<file path="src/rtl/op_decoder_pkg.sv">
// -----------------------------------------------------------------------------
// op_decoder_pkg
//   Shared types and constants for the opcode decoder. This package holds the
//   opcode/one-hot widths and their types. It also provides op2fn(), the
//   canonical binary-to-one-hot mapping, and the default enable mask and
//   counter width.
// -----------------------------------------------------------------------------
package op_decoder_pkg;

    localparam int OP_W  = 3;
    localparam int FN_W  = 8;            // must equal 2**OP_W
    localparam int CNT_W = 8;

    typedef logic [OP_W-1:0] op_t;
    typedef logic [FN_W-1:0] fn_onehot_t;

    // Every opcode legal unless the instance narrows the mask.
    localparam fn_onehot_t EN_MASK_DEFAULT = 8'hFF;

    function automatic fn_onehot_t op2fn(op_t op);
        return fn_onehot_t'(1) << op;
    endfunction

endpackage

</file>
<file path="src/rtl/op_decoder_if.sv">
// -----------------------------------------------------------------------------
// op_decoder_if
//   Bundles the opcode decoder's upstream (op_code valid/ready) and downstream
//   (function_code valid/ready) handshakes plus its error reporting.
//   master : the environment side (sequencer + function units)
//   slave  : the decoder side
// -----------------------------------------------------------------------------
interface op_decoder_if
    import op_decoder_pkg::*;
#(
    parameter int OP_W_P  = OP_W,
    parameter int FN_W_P  = FN_W,
    parameter int CNT_W_P = CNT_W
) ();

    logic               in_valid;
    logic               in_ready;
    logic [OP_W_P-1:0]  op_code;
    logic               out_valid;
    logic               out_ready;
    logic [FN_W_P-1:0]  function_code;
    logic               err;
    logic [CNT_W_P-1:0] err_count;

    modport master (
        output in_valid, op_code, out_ready,
        input  in_ready, out_valid, function_code, err, err_count
    );

    modport slave (
        input  in_valid, op_code, out_ready,
        output in_ready, out_valid, function_code, err, err_count
    );

endinterface

</file>
<file path="src/rtl/op_decoder_skid_buf.sv">
// -----------------------------------------------------------------------------
// fn_skid_buf
//   Two-entry, width-parameterised valid/ready FIFO used as a skid buffer.
//   Ports:
//     clk, rst      clock, synchronous active-high reset
//     push_i        producer offers data_i (taken only while ready_o)
//     data_i        entry to enqueue
//     ready_o       registered "not full"; no combinational path from pop_i
//     valid_o       buffer holds at least one entry
//     pop_i         consumer ready; pops the head when valid_o
//     data_o        head entry, forced to 0 when empty
// -----------------------------------------------------------------------------
module fn_skid_buf #(
    parameter int W = 8
) (
    input  logic         clk,
    input  logic         rst,
    input  logic         push_i,
    input  logic [W-1:0] data_i,
    output logic         ready_o,
    output logic         valid_o,
    input  logic         pop_i,
    output logic [W-1:0] data_o
);

    logic [1:0]   count_q, count_d;
    logic [W-1:0] slot0_q, slot0_d;    // head
    logic [W-1:0] slot1_q, slot1_d;    // tail when count==2
    logic         ready_q;

    logic push, pop;

    assign push = push_i && ready_q;
    assign pop  = (count_q != 2'd0) && pop_i;

    always_comb begin
        count_d = count_q;
        slot0_d = slot0_q;
        slot1_d = slot1_q;
        case ({push, pop})
            2'b10: begin
                if (count_q == 2'd0) slot0_d = data_i;
                else                 slot1_d = data_i;
                count_d = count_q + 2'd1;
            end
            2'b01: begin
                slot0_d = slot1_q;
                count_d = count_q - 2'd1;
            end
            2'b11: begin
                // Count stays put; the new entry lands behind whatever remains.
                if (count_q == 2'd1) begin
                    slot0_d = data_i;
                end else begin
                    slot0_d = slot1_q;
                    slot1_d = data_i;
                end
            end
            default: ;
        endcase
    end

    always_ff @(posedge clk) begin
        if (rst) begin
            count_q <= 2'd0;
            slot0_q <= '0;
            slot1_q <= '0;
            ready_q <= 1'b1;
        end else begin
            count_q <= count_d;
            slot0_q <= slot0_d;
            slot1_q <= slot1_d;
            // Registered from next-state count, so a pop frees the slot one
            // cycle later and out_ready never reaches ready_o combinationally.
            ready_q <= (count_d != 2'd2);
        end
    end

    assign ready_o = ready_q;
    assign valid_o = (count_q != 2'd0);
    assign data_o  = valid_o ? slot0_q : '0;

endmodule

</file>
<file path="src/rtl/op_decoder.sv">
// -----------------------------------------------------------------------------
// op_decoder
//   Registered 3-to-8 opcode decoder. Accepts binary op_codes over a
//   valid/ready handshake. Each one is decoded to a one-hot function_code and
//   queued in a 2-entry skid buffer. Opcodes masked off by EN_MASK are consumed
//   but never enqueued; each one raises a 1-cycle err pulse and bumps a
//   saturating counter.
//   Ports:
//     clk   clock
//     rst   synchronous active-high reset
//     bus   op_decoder_if.slave: in_valid/in_ready/op_code,
//           out_valid/out_ready/function_code, err, err_count
// -----------------------------------------------------------------------------
module op_decoder
    import op_decoder_pkg::*;
#(
    parameter int              OP_W_P  = OP_W,
    parameter int              FN_W_P  = FN_W,     // must equal 2**OP_W_P
    parameter logic [FN_W_P-1:0] EN_MASK = EN_MASK_DEFAULT,
    parameter int              CNT_W_P = CNT_W
) (
    input  logic        clk,
    input  logic        rst,
    op_decoder_if.slave bus
);

    logic              accept;
    logic              legal;
    logic              push;
    logic [FN_W_P-1:0] fn_dec;
    logic              buf_ready;

    logic               err_q, err_d;
    logic [CNT_W_P-1:0] err_count_q, err_count_d;

    assign accept = bus.in_valid && buf_ready;
    assign legal  = EN_MASK[bus.op_code];
    assign push   = accept && legal;
    assign fn_dec = FN_W_P'(1) << bus.op_code;

    fn_skid_buf #(.W(FN_W_P)) u_buf (
        .clk     (clk),
        .rst     (rst),
        .push_i  (push),
        .data_i  (fn_dec),
        .ready_o (buf_ready),
        .valid_o (bus.out_valid),
        .pop_i   (bus.out_ready),
        .data_o  (bus.function_code)
    );

    always_comb begin
        err_d       = accept && !legal;
        err_count_d = err_count_q;
        if (err_d && (err_count_q != '1))
            err_count_d = err_count_q + CNT_W_P'(1);
    end

    always_ff @(posedge clk) begin
        if (rst) begin
            err_q       <= 1'b0;
            err_count_q <= '0;
        end else begin
            err_q       <= err_d;
            err_count_q <= err_count_d;
        end
    end

    assign bus.in_ready  = buf_ready;
    assign bus.err       = err_q;
    assign bus.err_count = err_count_q;

endmodule

</file>
<file path="src/flat_wrapper.sv">
// flat-port wrapper written by rule: the top's interface ports become plain ports
module op_decoder_flat import op_decoder_pkg::*;
#(
    parameter int              OP_W_P  = OP_W,
    parameter int              FN_W_P  = FN_W,                            
    parameter logic [FN_W_P-1:0] EN_MASK = EN_MASK_DEFAULT,
    parameter int              CNT_W_P = CNT_W
)
  (clk, rst, bus_in_valid, bus_op_code, bus_out_ready, bus_in_ready, bus_out_valid, bus_function_code, bus_err, bus_err_count);
  op_decoder_if #(.OP_W_P(OP_W_P), .FN_W_P(FN_W_P), .CNT_W_P(CNT_W_P)) bus_i ();
  input  logic clk;
  input  logic rst;
  input wire logic [$bits(bus_i.in_valid)-1:0] bus_in_valid;
  input wire logic [$bits(bus_i.op_code)-1:0] bus_op_code;
  input wire logic [$bits(bus_i.out_ready)-1:0] bus_out_ready;
  output wire logic [$bits(bus_i.in_ready)-1:0] bus_in_ready;
  output wire logic [$bits(bus_i.out_valid)-1:0] bus_out_valid;
  output wire logic [$bits(bus_i.function_code)-1:0] bus_function_code;
  output wire logic [$bits(bus_i.err)-1:0] bus_err;
  output wire logic [$bits(bus_i.err_count)-1:0] bus_err_count;
  assign bus_i.in_valid = bus_in_valid;
  assign bus_i.op_code = bus_op_code;
  assign bus_i.out_ready = bus_out_ready;
  assign bus_in_ready = bus_i.in_ready;
  assign bus_out_valid = bus_i.out_valid;
  assign bus_function_code = bus_i.function_code;
  assign bus_err = bus_i.err;
  assign bus_err_count = bus_i.err_count;
  op_decoder #(.OP_W_P(OP_W_P), .FN_W_P(FN_W_P), .EN_MASK(EN_MASK), .CNT_W_P(CNT_W_P)) u_core (.clk(clk), .rst(rst), .bus(bus_i));
endmodule
</file>
<file path="config.mk">
export PLATFORM = sky130hd
export DESIGN_NAME = op_decoder_flat
export DESIGN_NICKNAME = d
export VERILOG_FILES = /design/src/rtl/op_decoder_pkg.sv /design/src/rtl/op_decoder_if.sv /design/src/rtl/op_decoder_skid_buf.sv /design/src/rtl/op_decoder.sv /design/src/flat_wrapper.sv
export SDC_FILE = /design/constraint.sdc
export NUM_CORES = 1
export LEC_CHECK = 0
export ABC_AREA = 1
export BUFFER_PORTS_ARGS = -buffer_cell sky130_fd_sc_hd__buf_2
export CORE_UTILIZATION = 56
export CTS_BUF_LIST = sky130_fd_sc_hd__clkbuf_4 sky130_fd_sc_hd__clkbuf_8
export CTS_CLUSTER_SIZE = 40
export DETAILED_ROUTE_END_ITERATION = 6
export PLACE_DENSITY = 0.81
export SLEW_MARGIN = 20
export SYNTH_ARGS = -nofsm -noshare
export SYNTH_HDL_FRONTEND = slang
export SYNTH_HIERARCHICAL = 1
export SYNTH_SLANG_ARGS = --single-unit
export TNS_END_PERCENT = 50
</file>
<file path="constraint.sdc">
create_clock -name clk -period 2.3 [get_ports clk]
set_input_delay 0.575 -clock clk [delete_from_list [all_inputs] [get_ports clk]]
set_output_delay 0.575 -clock clk [all_outputs]
set_load 0.1 [all_outputs]
</file>
==> results.py, run 1 <==
metrics = {
    "setup_path": {
        "path_max_fanout": 10,
        "crit_chain": "inv_1 > ha_1 > inv_2 > buf_2",
        "path_class": "reg -> out",
        "cp_top_family": "buffers and inverters",
        "end_kind": "output pin",
        "start_kind": "flip-flop",
        "cp_slowest_cell": "buf_2",
        "timing.critical_path.buf_inv": 3,
        "required_ps": 1730,
        "max_stage_delay_ps": 440,
        "crit_arrival_ps": 1650,
    },
    "synth": {
        "synth.top_cell.area_share_pct": 29.3,
        "synthTopCellsByArea": "dfxtp_1, nand2_1, inv_1",
        "synth.yosys.seq_area_share_pct": 29.3,
        "synth_area_leader_cell": "dfxtp_1",
        "yosys.area_share.simple_pct": 42.2,
        "syn_area_um2": 1300,
        "synth.area.mux_share_pct": 0,
        "yosysWarnings": 6,
        "synth.distinct_cells": 19,
        "synth-xor-area-share_pct": 0,
        "syn_inst": 214,
        "synth-compound-area-share_pct": 1.54,
        "synthAdderAreaFrac_pct": 4.81,
        "avgSynthCellArea_um2": 6.07,
        "synth_top_family_by_area": "simple AND/OR/NAND/NOR gates",
        "synth-seq-cells": 19,
    },
    "clock_network": {
        "ctsHoldBuffers": 0,
        "cts_max_path_buffers": 2,
        "clockRootBuffer": "clkbuf_4",
        "postCtsSetupRepairBufs": 0,
        "cts_tree": "yes",
        "clkSinkCount": 19,
        "h-tree-depth": 1,
        "cts_inserted_buffers": 3,
        "clk_latency_ps": 280,
        "clk_pin_slew_ps": 110,
    },
    "timing": {
        "fin_worst_skew_ps": 1.45,
        "setup_viol_count_final": 0,
        "finalCriticalPeriod_ps": 2220,
        "grt_setup_unrepaired": "no",
        "finalHoldViolations": 0,
        "slew_viol_final": 0,
        "fin_crit_sh_pct": 96.5,
        "max_freq_ghz": 0.450,
    },
    "place": {
        "dpl-instance-area_um2": 1350,
        "numPortBuffers": 16,
        "dpl.cell_count": 255,
        "place_congestion": 0.801,
        "dp_hpwl_mm": 1.79,
    },
    "route": {
        "detail-route-antenna-nets": 0,
        "drc": 0,
        "dr.pass1.iters": 4,
        "drt_iter0_markers": 36,
        "wl_mm": 2.38,
        "wl_per_cell_um": 9.17,
        "dr_total_vias": 1170,
        "avgViaCountPerCell": 4.52,
    },
    "finish": {
        "fillers": 229,
        "register_area_um2": 380,
        "design_area_um2": 1390,
        "antennaDiodeCount": 0,
        "fin_cells": 259,
        "final_cell_mix": "nand2_1, inv_1, nor2_1, dfxtp_1, nand3_1",
        "syn_to_final_growth_pct": 6.93,
        "nets": 244,
        "multi_input_area_um2": 664,
        "mostFrequentLayoutCell": "nand2_1",
        "drive_above_1_share_pct": 13.9,
    },
    "grt": {
        "grt_pass1_wl_mm": 4.15,
        "grt_remaining_overflow": 0,
        "grt_antenna_before_repair": 0,
        "grt_max_degree": 18,
        "grtUsageTotal_pct": 21.3,
        "grt_pass1_vias": 1020,
    },
    "die": {
        "boundaryPins": 26,
        "rows": 17,
        "dieArea_um2": 2520,
        "chipWidth_um": 50.2,
        "die_h_um": 50.2,
        "start_util_pct": 59.3,
        "core_area_um2": 2190,
    },
    "worst_hold_path": {
        "hold_class": "in -> reg",
    },
    "flow_run": {
        "cap_violations": 0,
    },
    "status": {
        "status": "complete, no violations",
    },
}
## cells by family after synthesis
logic type | count (synthesis)
fa+ha+maj | 5
flops | 19
other cells | 1
compound gates | 3
simple gates | 127
buf+inv | 59
## repair_timing
action | in CTS | in global routing
gates resized for setup | 0 | 5
hold endpoints to repair | 0 | 0
setup endpoints to repair | 0 | 5
## worst reg2reg max path, stage by stage, from the launching register on
cell	delay [ps]
dfxtp_1	350
inv_1	70
ha_1	370
inv_2	110
nand2_4	80
inv_1	50
ha_1	210
nand2_1	130
nand3_1	240
nand2_1	150
nand3_1	110
nand2_1	70
inv_1	30
## path summary, 6_finish.rpt
kind	end	slack [ps]	start	depth (start not counted)
worst min register to register	u_core/u_buf/slot1_q[5]	530	u_core/u_buf/slot1_q[5]	4
worst min-delay path	u_core/u_buf/count_q[0]	460	rst	2
worst max register to register	u_core/u_buf/slot0_q[6]	240	u_core/u_buf/count_q[0]	12
worst max-delay path	bus_out_valid	80	u_core/u_buf/count_q[0]	4
## stage by stage
stage          setup TNS, ps  setup slack (ps)  hold WS [ps]  utilization, %
2_1_floorplan          -2370              -296           495               -
3_3_place_gp               0               357           510            61.5
3_5_place_dp               0               269           515            61.5
4_1_cts                    0              40.8           457            62.9
5_1_grt                    0             0.605           465            63.4
6_report                   0              79.7           461            63.4
## state kept, by name, indices dropped and copies added, names as in the netlist
register              flops
u_core/u_buf/slot0_q      8
u_core/u_buf/slot1_q      8
u_core/u_buf/count_q      2
u_core/u_buf/ready_o      1
## Yosys cell counts
| master | n |
|---|---|
| buf_6 | 2 |
| nand3_1 | 17 |
| or2_1 | 1 |
| buf_4 | 10 |
| ha_1 | 5 |
| nand2_1 | 59 |
| o211ai_1 | 1 |
| nor2_1 | 42 |
| nand2_2 | 4 |
| inv_1 | 44 |
| conb_1 | 1 |
| a21boi_0 | 1 |
| buf_8 | 1 |
| a21oi_1 | 1 |
| dfxtp_1 | 19 |
| inv_2 | 2 |
| or2_2 | 1 |
| nand3_4 | 2 |
| nand2_4 | 1 |
## layout make-up
type / count / share of cell area, %
multi-input combinational: 144 / 47.8
timing repair buffer: 18 / 7.74
inverter: 46 / 12.4
clock buffer: 4 / 2.16
sequential: 19 / 27.4
tap: 28 / 2.52
## metal layers
| metal | share of wire (%) | up-vias | track usage [%] |
|---|---|---|---|
| li1 | - | 638 | - |
| met1 | 49 | 494 | 28.0 |
| met2 | 47 | 36 | 36.9 |
| met3 | 4.2 | 2 | 2.73 |
| met4 | 0.42 | 0 | 4.29 |
| met5 | 0 | - | 0 |
Power of run 1 is not shown: default switching activity piles up to over one toggle a cycle in this logic, so the estimate is an artifact.
==> run 2, diff against run 1 <==
--- a/config.mk
+++ b/config.mk
@@ -6,11 +6,11 @@
 export NUM_CORES = 1
 export LEC_CHECK = 0
 export ABC_AREA = 1
-export BUFFER_PORTS_ARGS = -buffer_cell sky130_fd_sc_hd__buf_2
-export CORE_UTILIZATION = 56
+export CORE_UTILIZATION = 65
 export CTS_BUF_LIST = sky130_fd_sc_hd__clkbuf_4 sky130_fd_sc_hd__clkbuf_8
 export CTS_CLUSTER_SIZE = 40
 export DETAILED_ROUTE_END_ITERATION = 6
+export DONT_BUFFER_PORTS = 1
 export PLACE_DENSITY = 0.81
 export SLEW_MARGIN = 20
 export SYNTH_ARGS = -nofsm -noshare
==> run 2 against run 1 <==
- final area is 0.81% lower
- clock skew rose by 2.3 ps
- utilization up 13 points
- highest routed layer unchanged
- largest cell class unchanged
- die area is 13% lower
==> results.py, run 2 (synthesis results as in run 1) <==
metrics = {
    "grt": {
        "grt_pass1_wl_mm": 4.17,
        "grt_pass1_vias": 1017,
        "grt_antenna_before_repair": 0,
        "grtUsageTotal_pct": 27.0,
        "grt_remaining_overflow": 0,
        "grt_max_degree": 20,
    },
    "place": {
        "numPortBuffers": 0,
        "place_congestion": 0.857,
        "dp_hpwl_mm": 1.85,
    },
    "timing": {
        "fin_worst_skew_ps": 3.71,
        "max_freq_ghz": 0.463,
        "finalHoldViolations": 0,
        "finalCriticalPeriod_ps": 2160,
        "grt_setup_unrepaired": "no",
        "whs_ps": 325,
        "slew_viol_final": 0,
        "setup_viol_count_final": 0,
        "fin_crit_sh_pct": 93.9,
    },
    "clock_network": {
        "h-tree-depth": 1,
        "cts_max_path_buffers": 2,
        "cts_repair_resize_count": 0,
        "ctsHoldBuffers": 0,
        "clockRootBuffer": "clkbuf_4",
        "clk_latency_ps": 300,
        "postCtsSetupRepairBufs": 0,
        "cts_tree": "yes",
        "clk_pin_slew_ps": 110,
        "clkSinkCount": 19,
        "cts_inserted_buffers": 3,
    },
    "route": {
        "wl_mm": 2.52,
        "wl_per_cell_um": 10.1,
        "avgViaCountPerCell": 4.71,
        "drc": 0,
        "dr_total_vias": 1174,
        "drt_iter0_markers": 61,
        "detail-route-antenna-nets": 0,
        "dr.pass1.iters": 6,
    },
    "setup_path": {
        "cp_top_family": "buffers and inverters",
        "required_ps": 1730,
        "max_stage_delay_ps": 400,
        "critPathMostFrequentCell": "buf_4",
        "crit_arrival_ps": 1580,
        "end_kind": "output pin",
        "timing.critical_path.buf_inv": 3,
        "path_max_fanout": 10,
        "crit_chain": "inv_1 > ha_1 > buf_4 > nor2_2 > buf_4",
        "path_class": "reg -> out",
        "start_kind": "flip-flop",
        "cp_slowest_cell": "dfxtp_1",
    },
    "finish": {
        "nets": 237,
        "post-route-util_pct": 76.5,
        "syn_to_final_growth_pct": 6.06,
        "mostFrequentLayoutCell": "nand2_1",
        "antennaDiodeCount": 0,
        "reg.largest.list": "u_core/u_buf/slot0_q x8, u_core/u_buf/slot1_q x8, u_core/u_buf/count_q x2",
        "drive_above_1_share_pct": 14.7,
        "final_cell_mix": "nand2_1, inv_1, nor2_1, dfxtp_1, nand3_1",
    },
    "die": {
        "boundaryPins": 26,
        "start_util_pct": 72.2,
        "chipWidth_um": 46.7,
        "core_area_um2": 1800,
        "dieArea_um2": 2180,
        "die_h_um": 46.7,
        "rows": 15,
    },
    "worst_hold_path": {
        "hold_class": "in -> reg",
    },
    "flow_run": {
        "cap_violations": 0,
    },
    "status": {
        "status": "complete, no violations",
    },
}
run 2: cell count changes in the layout (fill, tap and decap cells not counted):
cell / delta
buf_2: -11
buf_4: +9
clkbuf_4: -6
clkinv_2: +1
nor2_1: -8
nor2_2: +8
run 2: final timing paths:
check | from | to | slack, ps | depth (start not counted)
setup / recovery | u_core/u_buf/count_q[0] | bus_function_code[3] | 140 | 5
hold / removal | rst | u_core/u_buf/count_q[0] | 320 | 1
setup reg to reg | u_core/u_buf/count_q[1] | u_core/u_buf/slot0_q[2] | 330 | 12
hold reg to reg | u_core/u_buf/slot1_q[5] | u_core/u_buf/slot1_q[5] | 530 | 4
run 2: final cells by class:
class	count	area, µm²
multi-input cells	144	684
fillers	143	423
flip-flops and latches	19	380
inverters	46	173
repair buffers	11	82.6
well taps	25	31.3
clock buffers	3	22.5
clock inverters	1	5.00
run 2: per-layer routing:
layer | vias to the layer above | routed length (µm) | GRT usage, %
li1 | 621 | - | -
met1 | 498 | 1180 | 32.9
met2 | 51 | 1180 | 47.5
met3 | 4 | 145 | 3.92
met4 | 0 | 16 | 10.3
met5 | - | 0 | 0
run 2: per-stage QoR:
| step | area [µm²] | setup slack (ps) | instances | setup TNS (ps) |
|---|---|---|---|---|
| 6_report | 1380 | 141 | 249 | 0 |
| 5_1_grt | 1380 | 47.2 | 249 | 0 |
| 4_1_cts | 1380 | 127 | 249 | 0 |
| 3_5_place_dp | 1350 | 399 | 245 | 0 |
| 3_3_place_gp | 1350 | 500 | 245 | 0 |
| 2_1_floorplan | 1330 | -296 | 222 | -2370 |
Power of run 2 is left out for the same reason.
==> run 3, diff against run 2 <==
--- a/config.mk
+++ b/config.mk
@@ -6,12 +6,13 @@
 export NUM_CORES = 1
 export LEC_CHECK = 0
 export ABC_AREA = 1
-export CORE_UTILIZATION = 65
-export CTS_BUF_LIST = sky130_fd_sc_hd__clkbuf_4 sky130_fd_sc_hd__clkbuf_8
+export CORE_MARGIN = 1.5
+export CORE_UTILIZATION = 62
+export CTS_BUF_LIST = sky130_fd_sc_hd__clkbuf_16
 export CTS_CLUSTER_SIZE = 40
 export DETAILED_ROUTE_END_ITERATION = 6
 export DONT_BUFFER_PORTS = 1
-export PLACE_DENSITY = 0.81
+export PLACE_DENSITY = 0.78
 export SLEW_MARGIN = 20
 export SYNTH_ARGS = -nofsm -noshare
 export SYNTH_HDL_FRONTEND = slang
==> run 3 against run 2 <==
- worst setup slack improved by 79 ps
- utilization fell by 3.4 points
- sequential share of layout area decreased by 1.1 points
- critical endpoint is now bus_function_code[0]
- register-to-register slack about the same
- first-iteration DRC count decreased by 31%
- clock skew shrank 2.0 ps
- global-route usage down 4.1 points
- sequential cell count did not move
- critical path depth unchanged
- cell count is 0.80% higher
==> results.py, run 3 (synthesis results as in run 1) <==
metrics = {
    "place": {
        "dp_hpwl_mm": 1.89,
        "numPortBuffers": 0,
        "place_congestion": 0.772,
        "place_worst_setup_slack_ps": 392,
    },
    "setup_path": {
        "max_stage_delay_ps": 380,
        "path_class": "reg -> out",
        "cp_slowest_cell": "dfxtp_1",
        "crit_arrival_ps": 1500,
        "path_max_fanout": 10,
        "crit_chain": "inv_1 > ha_1 > buf_4 > nor2_2 > buf_4",
        "critPathMostFrequentCell": "buf_4",
        "end_kind": "output pin",
        "required_ps": 1730,
        "start_kind": "flip-flop",
    },
    "die": {
        "dieArea_um2": 2380,
        "core_area_um2": 1960,
        "boundaryPins": 26,
        "start_util_pct": 66.3,
        "die_h_um": 48.8,
        "rows": 16,
        "chipWidth_um": 48.8,
    },
    "flow_run": {
        "cap_violations": 0,
    },
    "timing": {
        "grt_setup_unrepaired": "no",
        "max_freq_ghz": 0.481,
        "setup_slack_ps": 220,
        "setup_viol_count_final": 0,
        "fin_worst_skew_ps": 1.67,
        "finalHoldViolations": 0,
        "slew_viol_final": 0,
        "tns_ps": 0,
        "finalCriticalPeriod_ps": 2080,
        "fin_crit_sh_pct": 90.4,
    },
    "clock_network": {
        "clockRootBuffer": "clkbuf_16",
        "clkSinkCount": 19,
        "clk_latency_ps": 250,
        "cts_inserted_buffers": 3,
        "cts_max_path_buffers": 2,
        "ctsHoldBuffers": 0,
        "postCtsSetupRepairBufs": 0,
        "clk_pin_slew_ps": 50,
        "h-tree-depth": 1,
        "cts_repair_resize_count": 0,
        "cts_tree": "yes",
    },
    "finish": {
        "drive_above_1_share_pct": 14.7,
        "syn_to_final_growth_pct": 10.3,
        "reg.largest.list": "u_core/u_buf/slot0_q x8, u_core/u_buf/slot1_q x8, u_core/u_buf/count_q x2",
        "nets": 237,
        "final_cell_mix": "nand2_1, inv_1, nor2_1, dfxtp_1, nand3_1",
        "antennaDiodeCount": 0,
        "mostFrequentLayoutCell": "nand2_1",
    },
    "route": {
        "drc": 0,
        "detail-route-antenna-nets": 0,
        "drt_iter0_markers": 42,
        "wl_mm": 2.52,
        "avgViaCountPerCell": 4.76,
        "dr_total_vias": 1196,
        "wl_per_cell_um": 10.0,
        "dr.pass1.iters": 5,
    },
    "grt": {
        "grt_remaining_overflow": 0,
        "grt_max_degree": 20,
        "grt_pass1_wl_mm": 4.28,
        "grt_pass1_vias": 1064,
        "grt_antenna_before_repair": 0,
        "grtUsageTotal_pct": 22.9,
    },
    "status": {
        "status": "complete, no violations",
    },
    "worst_hold_path": {
        "hold_class": "in -> reg",
    },
}
==> run 3: layout make-up <==
type                    count  area, µm²
clock inverters             1       5.00
inverters                  46        173
fillers                   170        528
flip-flops and latches     19        380
clock buffers               3       75.1
repair buffers             11       82.6
multi-input cells         144        684
well taps                  27       33.8
==> run 3: path summary, 6_finish.rpt <==
kind / slack, ps / to / startpoint / cells after the start
setup / recovery: 220 / bus_function_code[0] / u_core/u_buf/count_q[0] / 5
hold reg to reg: 530 / u_core/u_buf/slot1_q[1] / u_core/u_buf/slot1_q[1] / 4
hold / removal: 390 / u_core/u_buf/count_q[0] / rst / 1
setup reg to reg: 320 / u_core/u_buf/slot0_q[5] / u_core/u_buf/count_q[1] / 12
==> run 3: per-layer routing <==
metal | track usage, % | up-vias | part of all wire (%)
met4 | 7.14 | 0 | 1.0
met3 | 5.52 | 4 | 7.3
met5 | 0 | - | 0
met2 | 41.8 | 44 | 49
li1 | - | 626 | -
met1 | 26.2 | 522 | 43
==> run 3: per-stage QoR <==
step / hold slack (ps) / area [µm²] / cells / util, %
CTS: 388 / 1430 / 251 / 73.1
floorplan: 495 / 1330 / 222 / -
global route: 388 / 1430 / 251 / 73.1
global placement: 507 / 1350 / 247 / 69.0
detailed placement: 520 / 1350 / 247 / 69.0
finish: 389 / 1430 / 251 / 73.1
==> run 3: worst max-delay path: cells and delay by family (launching register included) <==
| family | cells | cell delay (ps) |
|---|---|---|
| buffers and inverters | 3 | 550 |
| DFF | 1 | 380 |
| adders and majority gates | 1 | 210 |
| and+or+nand+nor | 1 | 110 |
Power of run 3 is left out for the same reason.
